==> src/rtl/invaders_pkg.sv <==
// rtl/invaders_pkg.sv - shared types and ROM window constants for the invaders ROM loader
`timescale 1ns/1ps
package invaders_pkg;

   typedef enum logic [2:0] {
      ST_IDLE,
      ST_ACCEPT,
      ST_WRITE,
      ST_GAP,
      ST_HOLD
   } loader_state_t;

   // Program ROM occupies 0x0000-0x3FFF, colour PROM 0x4000-0x47FF
   localparam logic [15:0] PROG_BASE        = 16'h0000;
   localparam logic [15:0] CPROM_BASE       = 16'h4000;
   localparam logic [15:0] MAX_ADDR_DEFAULT = 16'h4800;

endpackage

==> src/rtl/loader_down_counter.sv <==
// rtl/loader_down_counter.sv - loadable down counter with zero flag, shared by GAP and HOLD timing
`timescale 1ns/1ps
module loader_down_counter #(
   parameter int WIDTH = 8
) (
   input  logic             clk,
   input  logic             rst,
   input  logic             load,
   input  logic [WIDTH-1:0] load_val,
   input  logic             dec,
   output logic             zero
);

   logic [WIDTH-1:0] count;

   always_ff @(posedge clk or posedge rst) begin
      if (rst) begin
         count <= '0;
      end else if (load) begin
         count <= load_val;
      end else if (dec && (count != '0)) begin
         count <= count - 1'b1;
      end
   end

   assign zero = (count == '0);

endmodule

==> src/rtl/invaders_rom_loader.sv <==
// rtl/invaders_rom_loader.sv - filters the host ioctl byte stream onto the dn_* ROM download bus
`timescale 1ns/1ps
module invaders_rom_loader
   import invaders_pkg::*;
#(
   parameter int          GAP_CYCLES = 2,
   parameter int          RESET_HOLD = 16,
   parameter logic [15:0] MAX_ADDR   = MAX_ADDR_DEFAULT
) (
   input  logic        clk,
   input  logic        rst,
   input  logic        ioctl_download,
   input  logic        ioctl_wr,
   input  logic [15:0] ioctl_addr,
   input  logic [7:0]  ioctl_dout,
   output logic        ioctl_wait,
   output logic [15:0] dn_addr,
   output logic [7:0]  dn_data,
   output logic        dn_wr,
   output logic        cpu_reset,
   output logic        load_done,
   output logic        overrun,
   output logic [15:0] checksum
);

   // Counter is loaded with N-1 and the state exits on zero, so it lasts exactly N cycles
   localparam logic [7:0] GAP_LOAD  = 8'((GAP_CYCLES > 0) ? GAP_CYCLES - 1 : 0);
   localparam logic [7:0] HOLD_LOAD = 8'(RESET_HOLD - 1);

   loader_state_t state, state_n;

   logic       dl_q;
   logic       dl_rise;
   logic       cnt_load;
   logic       cnt_dec;
   logic       cnt_zero;
   logic [7:0] cnt_val;
   logic       start;
   logic       accept;
   logic       set_done;

   assign dl_rise = ioctl_download & ~dl_q;

   loader_down_counter #(.WIDTH(8)) u_cnt (
      .clk      (clk),
      .rst      (rst),
      .load     (cnt_load),
      .load_val (cnt_val),
      .dec      (cnt_dec),
      .zero     (cnt_zero)
   );

   always_ff @(posedge clk or posedge rst) begin
      if (rst) begin
         state <= ST_IDLE;
      end else begin
         state <= state_n;
      end
   end

   always_comb begin
      state_n  = state;
      cnt_load = 1'b0;
      cnt_val  = GAP_LOAD;
      cnt_dec  = 1'b0;
      start    = 1'b0;
      accept   = 1'b0;
      set_done = 1'b0;
      case (state)
         ST_IDLE: begin
            if (dl_rise) begin
               state_n = ST_ACCEPT;
               start   = 1'b1;
            end
         end
         ST_ACCEPT: begin
            if (!ioctl_download) begin
               state_n  = ST_HOLD;
               cnt_load = 1'b1;
               cnt_val  = HOLD_LOAD;
            end else if (ioctl_wr && (ioctl_addr < MAX_ADDR)) begin
               state_n = ST_WRITE;
               accept  = 1'b1;
            end
         end
         ST_WRITE: begin
            if (GAP_CYCLES > 0) begin
               state_n  = ST_GAP;
               cnt_load = 1'b1;
               cnt_val  = GAP_LOAD;
            end else if (ioctl_download) begin
               state_n = ST_ACCEPT;
            end else begin
               state_n  = ST_HOLD;
               cnt_load = 1'b1;
               cnt_val  = HOLD_LOAD;
            end
         end
         ST_GAP: begin
            // A download that ended mid-write finishes its gap before the hold starts
            if (!cnt_zero) begin
               cnt_dec = 1'b1;
            end else if (ioctl_download) begin
               state_n = ST_ACCEPT;
            end else begin
               state_n  = ST_HOLD;
               cnt_load = 1'b1;
               cnt_val  = HOLD_LOAD;
            end
         end
         ST_HOLD: begin
            if (dl_rise) begin
               state_n = ST_ACCEPT;
               start   = 1'b1;
            end else if (cnt_zero) begin
               state_n  = ST_IDLE;
               set_done = 1'b1;
            end else begin
               cnt_dec = 1'b1;
            end
         end
         default: state_n = ST_IDLE;
      endcase
   end

   always_ff @(posedge clk or posedge rst) begin
      if (rst) begin
         dl_q      <= 1'b0;
         dn_addr   <= 16'h0000;
         dn_data   <= 8'h00;
         checksum  <= 16'h0000;
         overrun   <= 1'b0;
         load_done <= 1'b0;
      end else begin
         dl_q <= ioctl_download;
         if (start) begin
            checksum  <= 16'h0000;
            overrun   <= 1'b0;
            load_done <= 1'b0;
         end
         if (accept) begin
            dn_addr  <= ioctl_addr;
            dn_data  <= ioctl_dout;
            checksum <= checksum + {8'h00, ioctl_dout};
         end
         if (ioctl_wr && ioctl_wait) begin
            overrun <= 1'b1;
         end
         if (set_done) begin
            load_done <= 1'b1;
         end
      end
   end

   assign dn_wr      = (state == ST_WRITE);
   assign ioctl_wait = (state == ST_WRITE) || (state == ST_GAP);
   assign cpu_reset  = !((state == ST_IDLE) && load_done);

endmodule

==> config.mk <==
export PLATFORM = sky130hd
export DESIGN_NAME = invaders_rom_loader
export DESIGN_NICKNAME = d
export VERILOG_FILES = /design/src/rtl/invaders_pkg.sv /design/src/rtl/loader_down_counter.sv /design/src/rtl/invaders_rom_loader.sv
export SDC_FILE = /design/constraint.sdc
export NUM_CORES = 1
export LEC_CHECK = 0
export ABC_AREA = 1
export BUFFER_PORTS_ARGS = -buffer_cell sky130_fd_sc_hd__buf_2
export CAP_MARGIN = 15
export CORE_MARGIN = 3
export CORE_UTILIZATION = 48
export CTS_CLUSTER_SIZE = 30
export DETAILED_ROUTE_END_ITERATION = 12
export PLACE_DENSITY_LB_ADDON = 0.15
export SETUP_SLACK_MARGIN = 0.3
export SYNTH_ARGS = -nofsm -noshare
export SYNTH_HDL_FRONTEND = slang
export SYNTH_SLANG_ARGS = --single-unit
==> constraint.sdc <==
create_clock -name clk -period 1.62 [get_ports clk]
set_input_delay 0.405 -clock clk [delete_from_list [all_inputs] [get_ports clk]]
set_output_delay 0.405 -clock clk [all_outputs]
set_load 0.02 [all_outputs]
# Word-level counts from Yosys, hierarchy flattened
# Index checks and enable logic that the tools add are counted.
totals:
  reg_bits: 54
  inputBits: 28
  out_inout_bits: 45
  word_cells: 68
classes:
  add_sub_neg: 2
  n_lt_le_gt_ge: 1
  eq_ne: 8
  mux: 32
  n_bitwise: 2
  reduce_logical: 15
ops:
  columns: ["cell", "n"]
  rows:
  - ["two-way mux 16 bit", 2]
  - ["two-way mux 3 bit", 7]
  - ["adder 16 x 8 -> 16 bit", 1]
  - ["< comparator 16 x 15 -> 1 bit, second input constant", 1]
  - ["two-way mux 8 bit", 2]
  - ["two-way mux 1 bit", 15]
  - ["one-hot mux 3 bit (5 select lines)", 1]
  - ["zero test 8 bit", 1]
  - ["two-way mux 4 bit", 2]
  - ["one-hot mux 4 bit (2 select lines)", 1]
  - ["nonzero test 2 bit", 4]
  - ["nonzero test 8 bit", 1]
  - ["subtractor 8 x 1 -> 8 bit, second input constant", 1]
  - ["== test 3 x 2 -> 1 bit, second input constant", 2]
  - ["inequality test 3 bit, second input constant", 2]
  - ["logical AND 1 bit", 4]
  - ["inequality test 2 bit, second input constant", 2]
  - ["AND reduction 4 bit", 1]
  - ["== test 3 x 1 -> 1 bit, second input constant", 1]
  - ["== test 3 bit, second input constant", 1]
  - ["zero test 3 bit", 1]
  - ["one-hot mux 1 bit (3 select lines)", 1]
  - ["one-hot mux 1 bit (2 select lines)", 1]
  - ["OR reduction 2 bit", 1]
  - ["other kinds (4)", 4]

# Longest topological paths before layout
depth:
  depth_word: 7
  ltp_mapped: 12
  mapped_depth_nobuf: 12

# Modules after synthesis
# A second synthesis with hierarchy kept.
unflattened:
  hier_cells: 441
  hier_area_um2: 3170.5
by_module_without_submodules:
  columns: ["module", "instances", "cells_per_inst", "area_per_inst_um2", "seq_area_each_um2"]
  rows:
  - ["invaders_rom_loader", 1, 350, 2537.4, 1151.1]
  - ["loader_down_counter", 1, 91, 633.1, 200.2]

# Least setup slack after synthesis
# OpenSTA, ideal clock, no wires.
synth_timing:
  path_kind: "register to register"
  start: "register checksum[0]"
  end: "register checksum[10]"
  setup_ns: 0.113
  t_arrival_ns: 1.635
  required_ns: 1.507
  path_slack_ns: -0.128
  path_stages_with_launch: 12
  n_path_buf: 0
  period_less_slack_ns: 1.748
  cell_sequence: "dfrtp_1 > ha_1 > inv_1 > fa_1 > inv_1 > nand3_1 > nand3_1 > nand2_1 > nand2_1 > nand3_1 > nand2_1 > inv_1"
synth_via:
  elab_chain_cells: 2
synth_lines:
  columns: ["element", "line", "rtl"]
  rows:
  - ["start, declared", "invaders_rom_loader.sv:23", "output logic [15:0] checksum"]
  - ["start signal, assigned", "invaders_rom_loader.sv:144", "checksum <= checksum + {8'h00, ioctl_dout};"]
  - ["adder 16 x 8 -> 16 bit", "invaders_rom_loader.sv:144", null]
  - ["two-way mux 16 bit", "invaders_rom_loader.sv:141", "if (accept) begin"]
# Every way passes these cells.
# A chain may end at the register's enable or synchronous reset.

# Worst setup path in the final report
layout_timing:
  start: "register state[1]"
  end: "register checksum[9]"
layout_via:
  elab_chain_cells: 4
  word_cells_on_any_way: 8
  cone_classes: "eq/ne (2); mux (3); reduce/logical (3)"
layout_lines:
  columns: ["element", "line", "rtl"]
  rows:
  - ["start, declared", "invaders_rom_loader.sv:30", "loader_state_t state, state_n;"]
  - ["start signal, assigned", "invaders_rom_loader.sv:57", "state <= state_n;"]
  - ["== test 3 bit or zero test 3 bit (tied branches)", "invaders_rom_loader.sv:69", "case (state)"]
  - ["OR reduction 2 bit (no source line)", null, null]
  - ["two-way mux 1 bit", null, null]
  - ["nonzero test 2 bit (no source line)", null, null]
# Parallel ways exist; a longest one is shown, timed or not.

==> reports/qor.csv <==
stage;metric;value;unit
finish;Layout area overhead;65.8;%
logic_synthesis;Top FF cell, synth;dfrtp_1;
setup_path;Worst Path Max Fanout;7;
setup_path;cell mode on critical path;buf_12;
logic_synthesis;Netlist cell types;30;
die;Core Area;5990;um^2
cts;Max clock buf depth;2;
setup_path;crit path kind;flop to flop;
routing;WL final;9540;um
power_and_ir_drop;Logic pwr share;59.4;%
status;failing checks;negative setup slack;
min_path;HP Class;input port to asynchronous set/reset pin;
sta;worst slew pin tran;0.424;ns
finish;most common cell after layout, fill and taps aside;nand2_1;
global_routing;grt total ovfl;0;
setup_path;cell family with most CP delay;simple AND/OR/NAND/NOR gates;
power_and_ir_drop;internal power;4.17;mW
finish;area occupied by multi-input gates;2000;um^2
die;num rows;28;
routing;drt pass-1 iters;4;
global_routing;largest net degree at the start of global routing;31;
sta;min cycle time layout;1.69;ns
setup_path;Critical Path AT;1.90;ns
cts;htree depth;2;
setup_path;FF-to-FF Start;state[1];
flow_run;Max Cap Viol;0;
global_routing;first-pass GRT wire length;14900;um
global_routing;vias in the first global route;3267;
logic_synthesis;EDFF count, synth;0;
routing;DRC viols;0;
placed_design;Place WS;-0.0600;ns
setup_path;R2R setup slack;-0.07;ns
power_and_ir_drop;power consumption;7.45;mW
global_routing;initial antenna violation count;0;
logic_synthesis;synthesized area;3000;um^2
die;Starting Density;50.1;%
power_and_ir_drop;power share of the sequential group;29.6;%
logic_synthesis;Syn Area/Cell;7.21;um^2
routing;total number of vias;3287;
finish;ANT cells;0;
finish;Layout Cells excl Fill;633;
cts;clock tree from TritonCTS;yes;
die;die height;85.1;um
die;I/O pin count;73;
sta;final hold vios;0;
sta;Setup-failing EPs final;6;
routing;WL/cell;15.1;um
die;Die X-Extent;85.1;um
setup_path;critical path's largest stage delay;0.44;ns
power_and_ir_drop;Pwr Density;1500;nW/um^2
finish;Layout Nets;596;
setup_path;critical path startpoint category;flop;
sta;Tcrit/Tclk final;104;%
logic_synthesis;Seq cells post-synth;54;
die;die area;7240;um^2
sta;setup TNS;-0.193;ns
placed_design;HPWL after detailed placement;5450;um
cts;CTS Hold Bufs;0;
power_and_ir_drop;net switching power;3.28;mW
sta;min setup slack post-route;-0.0673;ns
power_and_ir_drop;leakage;2.58;nW
setup_path;Worst path slowest cell;dfrtp_2;
sta;Max Fclk;593;MHz
sta;Worst Clk Skew;0.00610;ns
sta;Slew headroom;71.7;%
placed_design;number of port buffers;72;
sta;RSZ-0062 raised after global routing;true;
logic_synthesis;Post-Syn Nets;455;
cts;clock slew at reported path FFs;0.10;ns
power_and_ir_drop;Switching Fraction;44.0;%
finish;layout cells sized above 1;50.5;%
routing;DR vias/cell;5.19;
cts;clock sinks;54;
routing;Starting DRT DRC Count;194;
logic_synthesis;FFs w/ async S/R, synth;100;%
logic_synthesis;Syn Inst Count;416;
finish;most frequent cells in the layout;nand2_1 (135), buf_2 (54), dfrtp_1 (43);
sta;Max Slew Vio Count;0;
setup_path;worst r2r path cells;9;
placed_design;routability cong.;0.891;
setup_path;type of destination of the critical path;flop;
setup_path;Worst Path Buf+Inv;5;
logic_synthesis;YS warnings;0;
power_and_ir_drop;Peak VDD IR;1.06;mV
cts;Root Buffer;clkbuf_8;
setup_path;CP Cell Sequence;buf_6 -> nor3_4 -> nand3_4 -> clkinv_4 -> buf_12 -> buf_12 -> nand3_1 -> nand2_1 -> inv_1;
placed_design;Placed Cells;572;
cts;Clock Latency Late Sink;0.31;ns
finish;Register Area;1370;um^2
finish;Fillers;350;
logic_synthesis;share of the yosys chip area belonging to registers;45.0;%
cts;TritonCTS buffer count;5;
power_and_ir_drop;Clk network pwr share;11.0;%
setup_path;Worst Path Required;1.83;ns
setup_path;worst reg2reg endpoint;checksum[9];
routing;ANT nets after route;0;
status;outcome;complete, but fails checks;
global_routing;GRT Overall Usage;25.4;%
routing by layer:
metal / track usage, % / up-vias / wire length, um
met4: 9.06 / 0 / 263
met3: 4.17 / 29 / 396
met2: 46.2 / 97 / 5040
met1: 30.1 / 1584 / 3840
met5: 0 / - / 0
li1: - / 1577 / -
flip-flops by register name, indices dropped and copies added, names as in the netlist:
signal       count
checksum        16
dl_q             1
dn_addr         16
dn_data          8
load_done        1
overrun          1
state            3
u_cnt.count      8
power by group through the flow:
stage	clock [mW]	combinational (mW)	sequential, mW
2_1_floorplan	0	1.55	2.59
3_3_place_gp	0	2.79	2.16
3_5_place_dp	0	2.85	2.17
4_1_cts	0.842	3.67	2.15
5_1_grt	0.893	4.78	2.26
6_report	0.821	4.42	2.21
cells by family (layout without fill, tap and decap cells):
logic type / count (synthesis) / count (layout) / synth area share [%]
AND/OR/NAND/NOR: 259 / 260 / 35.5
buffers and inverters: 57 / 198 / 7.76
flip-flops: 54 / 54 / 45.0
AO/OA/AOI/OAI: 31 / 31 / 5.67
adder cells (fa/ha/maj): 11 / 11 / 4.84
XOR/XNOR: 4 / 4 / 1.17
Yosys cell counts, types with 3 or more instances:
| library cell | n | area, um^2 |
|---|---|---|
| nand4_1 | 4 | 25.0 |
| o21ai_0 | 16 | 80.1 |
| nand2_1 | 182 | 683 |
| a21oi_1 | 8 | 40.0 |
| dfrtp_1 | 54 | 1350 |
| ha_1 | 10 | 125 |
| inv_1 | 49 | 184 |
| nand3_1 | 27 | 135 |
| xnor2_1 | 3 | 26.3 |
| nor2_1 | 36 | 135 |
area by class of cell:
cell class	instances	share of cell area, %
Multi-Input combinational cell	306	40.2
Sequential cell	54	27.4
Timing Repair Buffer	139	24.4
Inverter	51	4.23
Tap cell	75	1.89
Clock buffer	7	1.74
Clock inverter	1	0.176
metrics by stage:
step | util, % | instance area, um^2 | hold slack (ns)
finish | 83.0 | 4970 | 0.0829
global route | 83.0 | 4970 | 0.0909
CTS | 76.1 | 4560 | 0.0867
detailed placement | 62.4 | 3740 | 0.435
global placement | 62.4 | 3740 | 0.429
floorplan | - | 3190 | 0.436
worst reg2reg max path: stages, from the launching register on:
cell and delay [ns]:
dfrtp_2 0.44, buf_6 0.14, nor3_4 0.22, nand3_4 0.19, clkinv_4 0.13, buf_12 0.13
buf_12 0.12, nand3_1 0.08, nand2_1 0.09, inv_1 0.06
worst max path at each step:
| stage | from | end | depth (start not counted) |
|---|---|---|---|
| 5_1_grt | checksum[1] | checksum[10] | 10 |
| 4_1_cts | state[0] | cpu_reset | 6 |
| 6_report | state[1] | checksum[9] | 9 |
| 2_1_floorplan | checksum[0] | checksum[10] | 11 |
| 3_3_place_gp | ioctl_dout[0] | checksum[10] | 12 |
| 3_5_place_dp | ioctl_dout[0] | checksum[10] | 12 |
what timing repair did:
item / in CTS / in global routing
pin swaps: 20 / 22
buffers inserted: 36 / 12
resized for setup: 89 / 105
gates cloned: 5 / 0
endpoints found under the setup margin: 69 / 74
(Power assumes the default switching activity.)
